==> config.mk <==
export PLATFORM = sky130hd
export DESIGN_NAME = writeback_arbiter
export DESIGN_NICKNAME = d
export VERILOG_FILES = /design/src/rtl/writeback_arbiter.sv
export SDC_FILE = /design/constraint.sdc
export NUM_CORES = 1
export LEC_CHECK = 0
export CORE_MARGIN = 2
export CORE_UTILIZATION = 30
export DETAILED_ROUTE_END_ITERATION = 7
export HOLD_SLACK_MARGIN = 0.08
export PLACE_DENSITY_LB_ADDON = 0.12
export SLEW_MARGIN = 20
export SYNTH_ARGS = -nofsm -noshare
export SYNTH_HDL_FRONTEND = slang
export SYNTH_SLANG_ARGS = --single-unit
==> constraint.sdc <==
create_clock -name CLK -period 13.3 [get_ports CLK]
set_input_delay 2.66 -clock CLK [delete_from_list [all_inputs] [get_ports CLK]]
set_output_delay 2.66 -clock CLK [all_outputs]
set_load 0.05 [all_outputs]
==> src/rtl/writeback_arbiter.sv <==
// -----------------------------------------------------------------------------
// writeback_arbiter
// Merges ALU and load (MEM) results into a single register-file write port and
// tracks outstanding destination registers for decode hazard checks.
//
// ALU results are held in a 2-entry FIFO. Load results are never buffered; MEM
// wins arbitration unless a full ALU FIFO has waited STARVE_LIMIT consecutive
// cycles. In that case the FIFO head is forced through and MEM is stalled for
// one cycle. The selected entry is written one cycle after selection.
//
// Ports
//   CLK, reset            clock, synchronous active-high reset
//   alu_valid/dr/data     ALU result offer (valid/ready handshake)
//   alu_ready             ALU FIFO not full
//   mem_valid/dr/data     load result offer
//   mem_ready             load result accepted this cycle
//   DR, WB_DATA, ST_REG   registered register-file write port
//   iss_valid, iss_dr     issued instruction marks iss_dr pending
//   SR1, SR2              decode source indices
//   busy_one, busy_two    source register has an outstanding write
// -----------------------------------------------------------------------------
module writeback_arbiter #(
    parameter int unsigned STARVE_LIMIT = 4
) (
    input  logic        CLK,
    input  logic        reset,
    input  logic        alu_valid,
    input  logic [4:0]  alu_dr,
    input  logic [63:0] alu_data,
    output logic        alu_ready,
    input  logic        mem_valid,
    input  logic [4:0]  mem_dr,
    input  logic [63:0] mem_data,
    output logic        mem_ready,
    output logic [4:0]  DR,
    output logic [63:0] WB_DATA,
    output logic        ST_REG,
    input  logic        iss_valid,
    input  logic [4:0]  iss_dr,
    input  logic [4:0]  SR1,
    input  logic [4:0]  SR2,
    output logic        busy_one,
    output logic        busy_two
);

    localparam logic [3:0] LP_LIMIT = 4'(STARVE_LIMIT);

    // FIFO storage and bookkeeping
    logic [4:0]  r_fifo_dr   [2];
    logic [63:0] r_fifo_data [2];
    logic [1:0]  r_count;
    logic        r_rd_ptr;
    logic [3:0]  r_starve;
    logic [31:0] r_pending;
    logic [4:0]  r_dr;
    logic [63:0] r_data;
    logic        r_st;

    logic        w_full;
    logic        w_empty;
    logic        w_force;
    logic        w_mem_sel;
    logic        w_fifo_sel;
    logic        w_sel_valid;
    logic        w_push;
    logic        w_wr_ptr;
    logic [4:0]  w_sel_dr;
    logic [63:0] w_sel_data;
    logic [1:0]  w_count_next;
    logic [3:0]  w_starve_next;
    logic [31:0] w_clr_mask;
    logic [31:0] w_set_mask;
    logic [31:0] w_pending_next;

    assign w_full      = (r_count == 2'd2);
    assign w_empty     = (r_count == 2'd0);
    assign w_force     = w_full && (r_starve == LP_LIMIT);
    assign w_mem_sel   = mem_valid && !w_force;
    assign w_fifo_sel  = !w_mem_sel && !w_empty;
    assign w_sel_valid = w_mem_sel || w_fifo_sel;
    // A push is only possible when not full, so it never races a full-FIFO pop.
    assign w_push      = alu_valid && !w_full;
    // With 0 or 2 entries the write slot coincides with the read slot.
    assign w_wr_ptr    = r_rd_ptr ^ r_count[0];

    assign alu_ready = !w_full;
    assign mem_ready = w_mem_sel;
    assign DR        = r_dr;
    assign WB_DATA   = r_data;
    assign ST_REG    = r_st;

    // Bit 0 of the scoreboard is never set, so x0 always reads not busy.
    assign busy_one = (SR1 != 5'd0) && r_pending[SR1];
    assign busy_two = (SR2 != 5'd0) && r_pending[SR2];

    // Write-port source mux
    always_comb begin
        w_sel_dr   = 5'd0;
        w_sel_data = 64'd0;
        if (w_mem_sel) begin
            w_sel_dr   = mem_dr;
            w_sel_data = mem_data;
        end else begin
            w_sel_dr   = r_fifo_dr[r_rd_ptr];
            w_sel_data = r_fifo_data[r_rd_ptr];
        end
    end

    // FIFO occupancy update
    always_comb begin
        w_count_next = r_count;
        case ({w_push, w_fifo_sel})
            2'b10:   w_count_next = r_count + 2'd1;
            2'b01:   w_count_next = r_count - 2'd1;
            default: w_count_next = r_count;
        endcase
    end

    // Starvation counter: only counts while full and losing to MEM
    always_comb begin
        w_starve_next = r_starve;
        if (w_fifo_sel || !w_full) begin
            w_starve_next = 4'd0;
        end else if (w_mem_sel && (r_starve != LP_LIMIT)) begin
            w_starve_next = r_starve + 4'd1;
        end else begin
            w_starve_next = r_starve;
        end
    end

    // Scoreboard: set wins over clear on the same index
    always_comb begin
        w_clr_mask     = r_st ? (32'd1 << r_dr) : 32'd0;
        w_set_mask     = (iss_valid && (iss_dr != 5'd0)) ? (32'd1 << iss_dr) : 32'd0;
        w_pending_next = ((r_pending & ~w_clr_mask) | w_set_mask) & ~32'd1;
    end

    // FIFO data slots (contents are don't-care while invalid)
    always_ff @(posedge CLK) begin
        if (w_push) begin
            r_fifo_dr[w_wr_ptr]   <= alu_dr;
            r_fifo_data[w_wr_ptr] <= alu_data;
        end
    end

    // Control state, scoreboard and registered write port
    always_ff @(posedge CLK) begin
        if (reset) begin
            r_count   <= 2'd0;
            r_rd_ptr  <= 1'b0;
            r_starve  <= 4'd0;
            r_pending <= 32'd0;
            r_dr      <= 5'd0;
            r_data    <= 64'd0;
            r_st      <= 1'b0;
        end else begin
            r_count   <= w_count_next;
            r_starve  <= w_starve_next;
            r_pending <= w_pending_next;
            if (w_fifo_sel) begin
                r_rd_ptr <= ~r_rd_ptr;
            end
            if (w_sel_valid) begin
                r_dr   <= w_sel_dr;
                r_data <= w_sel_data;
                r_st   <= (w_sel_dr != 5'd0);
            end else begin
                r_st   <= 1'b0;
            end
        end
    end

endmodule

Yosys cells after proc, flatten, opt, wreduce, memory -nomap -nowiden
Memories as Yosys holds them, arrays and structs flattened. A register that Yosys moved wholly into a read port is not among the register bits.
Index checks and enable logic that the tools add are counted.
{"block": "totals", "reg_bits": 109, "mem_bits_rw": 138, "input_bits": 158, "mem_count": 2}
{"block": "classes", "addsub": 3, "order_cmp": 2, "eq_ne": 5, "shift": 2, "n_mux": 15, "n_bitwise": 6, "reduce_logical": 22}
{"name": "r_fifo_data", "depth": 2, "word_bits": 64, "read_ports": 1, "rd_clocked_by_memory_dff": 1, "write_ports": 1, "line": "50", "text": "logic [63:0] r_fifo_data [2];"}
{"name": "r_fifo_dr", "depth": 2, "word_bits": 5, "read_ports": 1, "rd_clocked_by_memory_dff": 1, "write_ports": 1, "line": "49", "text": "logic [4:0] r_fifo_dr [2];"}
{"operator": "$mux 32", "n": 2}
{"operator": "$mux 64", "n": 1}
{"operator": "$shl 1x5->32 const A", "n": 2}
{"operator": "$and 32x32->32", "n": 1}
{"operator": "$not 32->32", "n": 1}
{"operator": "$or 32x32->32", "n": 1}
{"operator": "$reduce_bool 5->1", "n": 4}
{"operator": "$lt 5x6->1 const B", "n": 2}
{"operator": "$bmux 1 s5", "n": 2}
{"operator": "$logic_and 1x1->1", "n": 8}
{"operator": "$mux 1", "n": 8}
{"operator": "$mux 5", "n": 1}
{"operator": "$add 4x1->4 const B", "n": 1}
{"operator": "$eq 2x2->1 const B", "n": 2}
{"operator": "$eq 4x3->1 const B", "n": 1}
{"operator": "$logic_not 1->1", "n": 4}
{"operator": "$ne 4x3->1 const B", "n": 1}
{"operator": "$pmux 2 s2", "n": 1}
{"operator": "$reduce_or 2->1", "n": 2}
{"operator": "$add 2x1->2 const B", "n": 1}
{"operator": "$eq 2x1->1 const B", "n": 1}
{"operator": "$logic_not 2->1", "n": 1}
{"operator": "$logic_or 1x1->1", "n": 2}
{"operator": "$not 1->1", "n": 2}
{"operator": "3 further kinds", "n": 3}

Logic depth before layout (Yosys ltp)
Gate-level depths: netlist (run 1).
{"block": "logic_depth", "ltp_word": 9, "mapped_depth": 11, "ltp_nobuf": 10}

Worst setup path before layout (run 1)
Ideal clock, no wire load.
{"block": "synth_timing", "path_type": "in2out", "startpoint": "input port SR1[3]", "endpoint": "output port busy_one", "t_arrival_ns": 4.071, "t_required_ns": 10.640, "slack_ns": 6.569, "stages": 5, "path_cell_list": "clkbuf_1 -> mux2_2 -> a311oi_1 -> a2111oi_0 -> a221o_1"}
{"block": "synth_between", "elab_chain_cells": 3, "elab_cells_between_ends": 4}
{"element": "from (decl)", "line": "40", "text": "input logic [4:0] SR1,"}
{"element": "$bmux 1 s5", "line": "93", "text": "assign busy_one = (SR1 != 5'd0) && r_pending[SR1];"}
{"element": "$mux 1 (implied by the code)", "line": "93"}
{"element": "$logic_and 1x1->1 (*)", "line": "93"}
{"element": "to (decl)", "line": "42", "text": "output logic busy_one,"}
Mark *: on every way between the ends. The rest lies on a longest branch, timed or not. The select of a mux whose other input is x is not followed.

Worst setup path in the final report (run 1)
{"block": "layout_timing", "startpoint": "input port SR1[1]", "endpoint": "output port busy_one"}
The elaborated chain is that of the path after synthesis.

==> run_results.csv, run 1 <==
group,metric,value,unit
outcome,status,"completed",
grt,grt_usage,15.34,%
setup_path,crit_fanout,13,
route,drtAntennaViolNets,0,
route,dr.pass1.iters,5,
timing,finalHoldViolations,0,
synth,synth_top_area_share,41.17,%
route,vias,7497,
setup_path,cpMaxStageDelayCell,"clkdlybuf4s50_1",
worst_hold_path,holdCritPathClass,"reg -> reg",
synth,synthCells,885,
setup_path,path_cells,"clkdlybuf4s50_1 -> mux2_2 -> o311ai_0 -> a221oi_1 -> a221o_1 -> clkdlybuf4s50_1",
die,num_io_pins,232,
timing,slew_headroom,31.46,%
synth,yosys_warnings,0,
timing,rsz0062_at_grt,"no",
grt,grt_pass1_vias,7218,
worst_hold_path,hold_path_depth,2,
grt,antenna_found_initial,5,
synth,synth_edf_count,138,
route,via_per_inst,4.787,
place,place_congestion,0.8409,
die,core-area,0.03328,mm2
timing,period_share,60.61,%
timing,min_period,8.061,ns
cts,cts_buffers,28,
setup_path,end_kind,"output pin",
cts,postCtsHoldBufs,0,
timing,finalSetupTns,0,ns
synth,yosysSeqAreaShare,62.85,%
die,die-height,187.2,um
setup_path,slowest_delay,0.88,ns
timing,worst_slew_pin_slew,1.028,ns
layout,n_fill_cell,3232,
grt,grt_pass1_wl,42.17,mm
power_and_ir_drop,p_leak,4.586,nW
synth,yosys-top-cells-area,"edfxtp_1 (41%), dfxtp_1 (22%), a211oi_1 (5.1%)",
layout,layout.nets,1256,
cts,cts_num_sinks,247,
place,dp_hpwl,18.39,mm
setup_path,path_class,"in -> out",
synth,ys.flop_type,"edfxtp_1",
synth,yosysMostFrequentCell,"edfxtp_1",
place,preCtsSetupSlack,5.233,ns
cts,clockBufferDepth,3,
route,drt_iter0_drc,351,
power_and_ir_drop,ir_drop,0.1010,mV
cts,post_cts_resized,0,
cts,tritoncts,"built",
setup_path,path_common_cell,"clkdlybuf4s50_1",
worst_hold_path,hold_end,"WB_DATA[12]$_SDFFE_PP0P_",
cts,cts_max_level,1,
die,die_area,0.03503,mm2
setup_path,crit_arrival,5.40,ns
cts,root_buffer,"clkbuf_16",
synth,netlist_top_cells_count,"edfxtp_1 (138), dfxtp_1 (109), nand2_1 (101), nor2_1 (83), nor2b_1 (81)",
die,initial_utilization,30.24,%
worst_hold_path,hold_path.startpoint,"WB_DATA[12]$_SDFFE_PP0P_",
layout,syn_to_final_growth,36.25,%
route,remaining_drc_errors,0,
setup_path,cp_data_required_time,10.64,ns
grt,grt_overflow,0,
cts,postCtsSetupBuffers,0,
synth,synth_area,0.01006,mm2
setup_path,reg2reg_to,"r_count[1]$_SDFFE_PP0P_",
route,wl_per_cell,17.69,um
setup_path,reg2reg_slack,10.36,ns
synth,synth.distinct_cells,48,
setup_path,r2r_cells,10,
cts,path_clk_slew,0.05,ns
timing,fmax,0.1241,GHz
power_and_ir_drop,powerDensity,192.3,mW/mm2
timing,fin_worst_skew,0.02870,ns
grt,grt_max_degree,92,
die,die_w,187.2,um
synth,yosysTopAreaCell,"edfxtp_1",
die,core.rowCount,67,
layout,final-seq-area,0.006330,mm2
synth,ys_seq_elements,247,
synth,synthesis.nets,1046,
timing,setup_ws,5.239,ns
place,port_buffers,231,
flow_run,cap_violations,0,
synth,synth_area_per_cell,11.37,um2
layout,multiInputGateArea,0.003496,mm2
setup_path,cp-start-kind,"input port",
route,wl,27.70,mm
cts,clkLatencyLatePin,0.56,ns
timing,setup_viol,0,
timing,slew_violations,0,
layout,layout-drive-gt1-share,6.446,%
synth,synth-async-reset-ratio,0,%
setup_path,timing.rr.start,"r_starve[0]$_SDFFE_PP0P_",
==> cells by family (layout without fill, tap and decap cells) <==
group	after synthesis	in the layout	synth area share (%)
compound gates	228	228	15.60
other cells	0	1	0
xor+xnor	5	5	0.4352
buf+inv	65	297	2.623
simple gates	311	311	14.92
fa+ha+maj	3	3	0.3730
flops	247	247	62.85
mux	26	26	3.195
==> layout by cell type (no fill, tap or decap), drive strengths merged, types with 3 or more instances in the layout <==
master	Yosys	final
a21oi	34	34
a221o	3	3
buf	15	9
a31oi	3	3
o21ai	35	35
a211oi	68	68
nor3b	3	3
a2111oi	4	4
mux2i	13	13
dfxtp	109	109
and3	3	3
nor4	4	4
o31ai	68	68
mux4	4	4
ha	3	3
nand2	101	101
clkinvlp	0	3
clkinv	0	7
nand2b	8	8
clkbuf	45	40
clkdlybuf4s50	0	231
inv	5	5
xor2	3	3
nor2	83	83
nor3	3	3
nand3	9	9
nor2b	81	81
edfxtp	138	138
mux2	9	9
nand4	5	5
==> how the worst max path moves through the flow <==
stage	startpoint	to	slack, ns	depth (start not counted)
2_1_floorplan	SR1[3]	busy_one	6.57	5
3_3_place_gp	SR1[1]	busy_one	5.27	6
3_5_place_dp	SR1[1]	busy_one	5.23	6
4_1_cts	SR1[1]	busy_one	5.23	6
5_1_grt	SR1[1]	busy_one	5.07	6
6_report	SR1[1]	busy_one	5.24	6
==> registers in the layout, summed over array words and instances (netlist names), named ones only <==
signal	flops
r_count	2
ST_REG	1
r_fifo_data	128
r_fifo_dr	10
r_pending	31
DR	5
r_rd_ptr	1
r_starve	4
WB_DATA	64
==> per-stage QoR <==
step	std cells	util, %	area (um2)	hold WS (ns)	power, mW
2_1_floorplan	885	-	10060	0.4297	1.619
3_3_place_gp	1513	38.42	12780	0.4342	1.910
3_5_place_dp	1513	38.42	12780	0.4387	1.915
4_1_cts	1565	41.20	13710	0.4523	2.686
5_1_grt	1565	41.20	13710	0.4768	2.771
6_report	1566	41.20	13710	0.4470	2.638
==> worst max-delay path: cells and delay by family <==
family                 cells  cell delay [ns]
muxes                      1             0.40
AOI/OAI and AO/OA          3             0.74
buffers and inverters      2             1.58
==> report_power, final <==
part	total [mW]	switching (mW)	internal, mW
registers	1.11	0.0825	1.03
clock network	0.756	0.305	0.451
logic	0.769	0.513	0.256
total	2.64	0.901	1.74
==> final cells by class <==
class                           count  share of cell area, %
Sequential cell                   247                  46.16
Multi-Input combinational cell    573                  25.49
Timing Repair Buffer              240                  17.35
Clock buffer                       40                  5.730
Tap cell                          448                  4.088
Clock inverter                     12                  1.022
Inverter                            5                 0.1369
Antenna cell                        1                0.01825
==> metal layers <==
metal | vias to the layer above | global-route usage [%] | routed length (um) | share of wire (%)
li1 | 3704 | - | - | -
met1 | 3574 | 19.51 | 12020 | 43
met2 | 166 | 25.76 | 13400 | 48
met3 | 47 | 4.203 | 1603 | 5.8
met4 | 6 | 3.968 | 630 | 2.3
met5 | - | 0 | 41 | 0.15
Power figures use the tool's default switching activity.
==> run 2, diff against run 1 <==
Clock period 13.3 ns to 6.5 ns, I/O delays scaled along.
==> run 2 against run 1 <==
Effect of this change: total power is 110% higher; global-route usage rose by 0.11 points; via count down 0.88%; worst hold slack barely moved; clock-buffer cell count decreased by 9; sequential cell count stayed put; register-to-register slack worse by 6.5 ns; worst setup slack worse by 4.1 ns; cell count is 0.13% lower; critical path type unchanged; sequential power increased by 100%; routed wire length decreased by 0.24%.
==> run_results.csv, run 2 (synthesized netlist as in run 1, its figures left out) <==
group,metric,value,unit
timing,worst_slew_pin_slew,1.050,ns
power_and_ir_drop,ir_drop,0.2491,mV
grt,grt_pass1_vias,7359,
die,core.rowCount,67,
route,wl_per_cell,17.67,um
die,core-area,0.03328,mm2
setup_path,crit_arrival,4.05,ns
layout,largest-register,"r_fifo_data",
layout,final-seq-area,0.006330,mm2
power_and_ir_drop,powerDensity,397.6,mW/mm2
grt,met1_usage,20.09,%
cts,root_buffer,"clkbuf_16",
setup_path,path_cells,"clkdlybuf4s50_1 -> mux2_2 -> o311ai_0 -> a221oi_1 -> a221o_1 -> clkdlybuf4s50_1",
layout,multiInputGateArea,0.003496,mm2
route,dr.pass1.iters,5,
grt,grt_pass1_wl,42.63,mm
cts,postCtsSetupBuffers,0,
setup_path,cpMaxStageDelayCell,"clkdlybuf4s50_1",
route,drt_iter0_drc,479,
worst_hold_path,holdCritPathClass,"reg -> reg",
die,initial_utilization,30.24,%
place,preCtsSetupSlack,1.156,ns
setup_path,crit_fanout,13,
layout,syn_to_final_growth,36.40,%
place,place_congestion,0.8086,
cts,clockBufferDepth,3,
setup_path,cp-start-kind,"input port",
cts,cts_buffers,27,
grt,grt_max_degree,84,
route,remaining_drc_errors,0,
layout,layout.nets,1255,
cts,cts_max_level,1,
timing,slew_headroom,30.03,%
route,wl,27.64,mm
die,die_w,187.2,um
layout,largest_register_ffs,128,
timing,setup_ws,1.148,ns
timing,min_period,5.352,ns
timing,finalHoldViolations,0,
flow_run,cap_violations,0,
timing,fmax,0.1868,GHz
grt,grt_most_used_layer,"met2",
outcome,status,"completed",
timing,finalSetupTns,0,ns
die,die_area,0.03503,mm2
setup_path,slowest_delay,0.86,ns
route,drtAntennaViolNets,0,
cts,clkLatencyLatePin,0.53,ns
setup_path,path_class,"in -> out",
die,die-height,187.2,um
setup_path,critPathTopFamily,"buffers and inverters",
cts,path_clk_slew,0.06,ns
grt,use_met2,25.51,%
grt,antenna_found_initial,2,
layout,post-route-util,41.25,%
die,num_io_pins,232,
setup_path,critPathBufInv,2,
timing,timing.hold.ws,0.4469,ns
place,dp_hpwl,18.23,mm
layout,layout-drive-gt1-share,6.553,%
route,via_per_inst,4.751,
cts,post_cts_resized,0,
setup_path,cp_data_required_time,5.20,ns
layout,layout_commonest_cell,"clkdlybuf4s50_1",
cts,postCtsHoldBufs,0,
timing,setup_viol,0,
place,port_buffers,231,
power_and_ir_drop,p_leak,4.601,nW
grt,grt_overflow,0,
cts,tritoncts,"built",
grt,grt_usage,15.44,%
layout,mostFrequentLayoutCells,"clkdlybuf4s50_1 (231), edfxtp_1 (138), dfxtp_1 (108)",
layout,n_fill_cell,3222,
timing,rsz0062_at_grt,"no",
route,vias,7431,
setup_path,path_common_cell,"clkdlybuf4s50_1",
cts,cts_num_sinks,247,
grt,grt_util_met3,3.977,%
timing,fin_worst_skew,0.008076,ns
setup_path,end_kind,"output pin",
timing,period_share,82.34,%
timing,slew_violations,0,
-- run 2: cell count changes in the layout (fill, tap and decap cells not counted), sizes merged --
cell	delta
clkinv	+4
bufinv	+3
diode	+1
clkbuf	-9
clkinvlp	-1
-- run 2: final timing paths --
| kind | start | end | slack (ns) | cells past startpoint |
|---|---|---|---|---|
| setup / recovery | SR2[1] | busy_two | 1.15 | 6 |
| hold / removal | WB_DATA[48]$_SDFFE_PP0P_ | WB_DATA[48]$_SDFFE_PP0P_ | 0.45 | 2 |
| setup reg to reg | r_starve[0]$_SDFFE_PP0P_ | r_count[1]$_SDFFE_PP0P_ | 3.86 | 10 |
| hold reg to reg | WB_DATA[48]$_SDFFE_PP0P_ | WB_DATA[48]$_SDFFE_PP0P_ | 0.45 | 2 |
-- run 2: cell type report --
class	count	share of cell area, %
clock inverters	18	1.568
diodes	2	0.03646
well taps	448	4.083
repair buffers	240	17.43
clock buffers	31	5.177
inverters	5	0.1367
flip-flops and latches	247	46.11
multi-input cells	573	25.46
-- run 2: through the flow --
step | power (mW) | instances | area [um2]
final | 5.458 | 1564 | 13730
after global routing | 5.740 | 1562 | 13720
after CTS | 5.542 | 1561 | 13700
after detailed placement | 3.920 | 1512 | 12780
after global placement | 3.905 | 1512 | 12780
after floorplan | 3.313 | 885 | 10060
-- run 2: worst register-to-register path, cell delays in order (launching register included) --
cell and delay [ns]:
dfxtp_1 0.37, inv_1 0.06, ha_1 0.19, nand3b_1 0.17, o21ai_4 0.08, inv_2 0.06, buf_4 0.66, nor2_1 0.12
ha_1 0.36, or3_1 0.36, a21oi_1 0.14
-- run 2: power by group --
| group | leakage [nW] | switching (mW) | internal (mW) |
|---|---|---|---|
| sequential | 2.19 | 0.171 | 2.10 |
| combinational | 1.96 | 1.06 | 0.533 |
| clock | 0.454 | 0.616 | 0.977 |
| total | 4.60 | 1.84 | 3.61 |
-- run 2: layer usage --
layer  part of all wire (%)  vias up
met5                      0        -
met4                    2.1        0
met3                    6.9       38
met2                     48      183
met1                     43     3528
li1                       -     3682
==> run 3, diff against run 2 <==
Clock period 6.5 ns to 5 ns, I/O delays scaled along.
==> run 3 against run 2 <==
Effect of this change: first-iteration DRC count is 15% lower; clock-buffer cell count is 6 higher; non-clock buffer count is 5 higher; combinational power is 31% higher; cell area is 0.15% higher; clock skew is 0.0049 ns higher; global-route usage is 0.32 points higher.
==> run_results.csv, run 3 (synthesized netlist as in run 1, its figures left out) <==
group,metric,value,unit
power_and_ir_drop,ir_drop,0.3591,mV
setup_path,crit_fanout,12,
die,die_area,0.03503,mm2
setup_path,r2r_cells,8,
cts,clkLatencyLatePin,0.54,ns
setup_path,end_kind,"output pin",
grt,grt_max_degree,79,
route,vias,7485,
timing,min_period,4.661,ns
die,core.rowCount,67,
setup_path,path_depth,6,
timing,finalSetupTns,0,ns
timing,slew_headroom,39.90,%
power_and_ir_drop,powerDensity,509.4,mW/mm2
grt,grt_pass1_vias,7464,
setup_path,path_common_cell,"clkdlybuf4s50_1",
layout,largest_register_ffs,128,
die,initial_utilization,30.24,%
layout,largest-register,"r_fifo_data",
cts,cts_buffers,28,
worst_hold_path,holdCritPathClass,"reg -> reg",
setup_path,path_class,"in -> out",
grt,grt_overflow,0,
cts,tritoncts,"built",
cts,clockBufferDepth,3,
cts,cts_num_sinks,247,
power_and_ir_drop,p_leak,4.617,nW
layout,layout-drive-gt1-share,7.047,%
setup_path,critPathBufInv,2,
setup_path,crit_arrival,3.66,ns
cts,postCtsHoldBufs,0,
grt,antenna_found_initial,5,
cts,root_buffer,"clkbuf_16",
die,die-height,187.2,um
setup_path,critPathTopFamily,"buffers and inverters",
route,remaining_drc_errors,0,
route,drt_iter0_drc,405,
place,port_buffers,231,
place,dp_hpwl,18.57,mm
cts,path_clk_slew,0.06,ns
die,die_w,187.2,um
route,wl,27.94,mm
layout,layout.nets,1261,
setup_path,cp_data_required_time,4.00,ns
timing,finalHoldViolations,0,
route,wl_per_cell,17.78,um
setup_path,slowest_delay,0.80,ns
die,num_io_pins,232,
timing,fin_worst_skew,0.01301,ns
grt,grt_usage,15.76,%
timing,setup_viol,0,
timing,worst_slew_pin_slew,0.9016,ns
timing,slew_violations,0,
grt,grt_pass1_wl,43.38,mm
setup_path,path_cells,"clkdlybuf4s50_1 -> nor4bb_1 -> a311oi_1 -> a2111oi_0 -> a221o_1 -> clkdlybuf4s50_1",
timing,rsz0062_at_grt,"no",
setup_path,cp-start-kind,"input port",
setup_path,cpMaxStageDelayCell,"clkdlybuf4s50_1",
layout,syn_to_final_growth,36.60,%
die,core-area,0.03328,mm2
outcome,status,"completed",
route,via_per_inst,4.764,
power_and_ir_drop,fin_total_pwr,7.004,mW
cts,post_cts_resized,0,
worst_hold_path,hold_path_depth,2,
route,dr.pass1.iters,4,
flow_run,cap_violations,0,
route,drtAntennaViolNets,0,
place,place_congestion,0.8136,
layout,mostFrequentLayoutCells,"clkdlybuf4s50_1 (230), edfxtp_1 (138), dfxtp_1 (108)",
timing,fmax,0.2146,GHz
layout,layout_commonest_cell,"clkdlybuf4s50_1",
timing,period_share,93.21,%
cts,cts_max_level,1,
cts,postCtsSetupBuffers,0,
[run 3: where the power goes]
part	switching, mW	internal (mW)
clock	0.806	1.15
combinational	1.37	0.711
sequential	0.237	2.73
total	2.41	4.59
[run 3: final timing paths]
check	startpoint	end	slack [ns]
setup / recovery	SR2[2]	busy_two	0.34
hold / removal	WB_DATA[48]$_SDFFE_PP0P_	WB_DATA[48]$_SDFFE_PP0P_	0.45
setup reg to reg	r_starve[0]$_SDFFE_PP0P_	WB_DATA[39]$_SDFFE_PP0P_	2.52
hold reg to reg	WB_DATA[48]$_SDFFE_PP0P_	WB_DATA[48]$_SDFFE_PP0P_	0.45
[run 3: worst reg2reg max path, stage by stage (launching register included)]
cell and delay (ns):
dfxtp_1 0.37, inv_1 0.06, ha_1 0.19, nand3b_1 0.17, o21ai_4 0.07, inv_2 0.50, buf_4 0.59, a211oi_1 0.20
o31ai_1 0.25
[run 3: layout make-up]
type                       instances  area, um2
inverter                           5      18.77
tap                              448      560.5
multi-input combinational        573       3496
fill                            3213      19530
sequential                       247       6330
antenna                            2      5.005
clock buffer                      37      784.5
timing repair buffer             245       2447
clock inverter                    14      106.4
[run 3: layer usage]
metal / vias up / GRT usage (%) / wire length [um]
met2: 179 / 26.67 / 13340
met5: - / 0 / 27
li1: 3701 / - / -
met3: 37 / 4.315 / 1807
met4: 4 / 4.121 / 681
met1: 3564 / 19.88 / 12080
[run 3: through the flow]
stage	hold WS, ns	instances	setup WS [ns]	util (%)	instance area (um2)
floorplan	0.4297	885	0.5388	-	10060
global placement	0.4329	1517	0.3547	38.54	12820
detailed placement	0.4390	1517	0.3208	38.54	12820
CTS	0.4531	1568	0.3139	41.21	13720
global route	0.4715	1569	0.1978	41.29	13740
finish	0.4505	1571	0.3394	41.31	13750
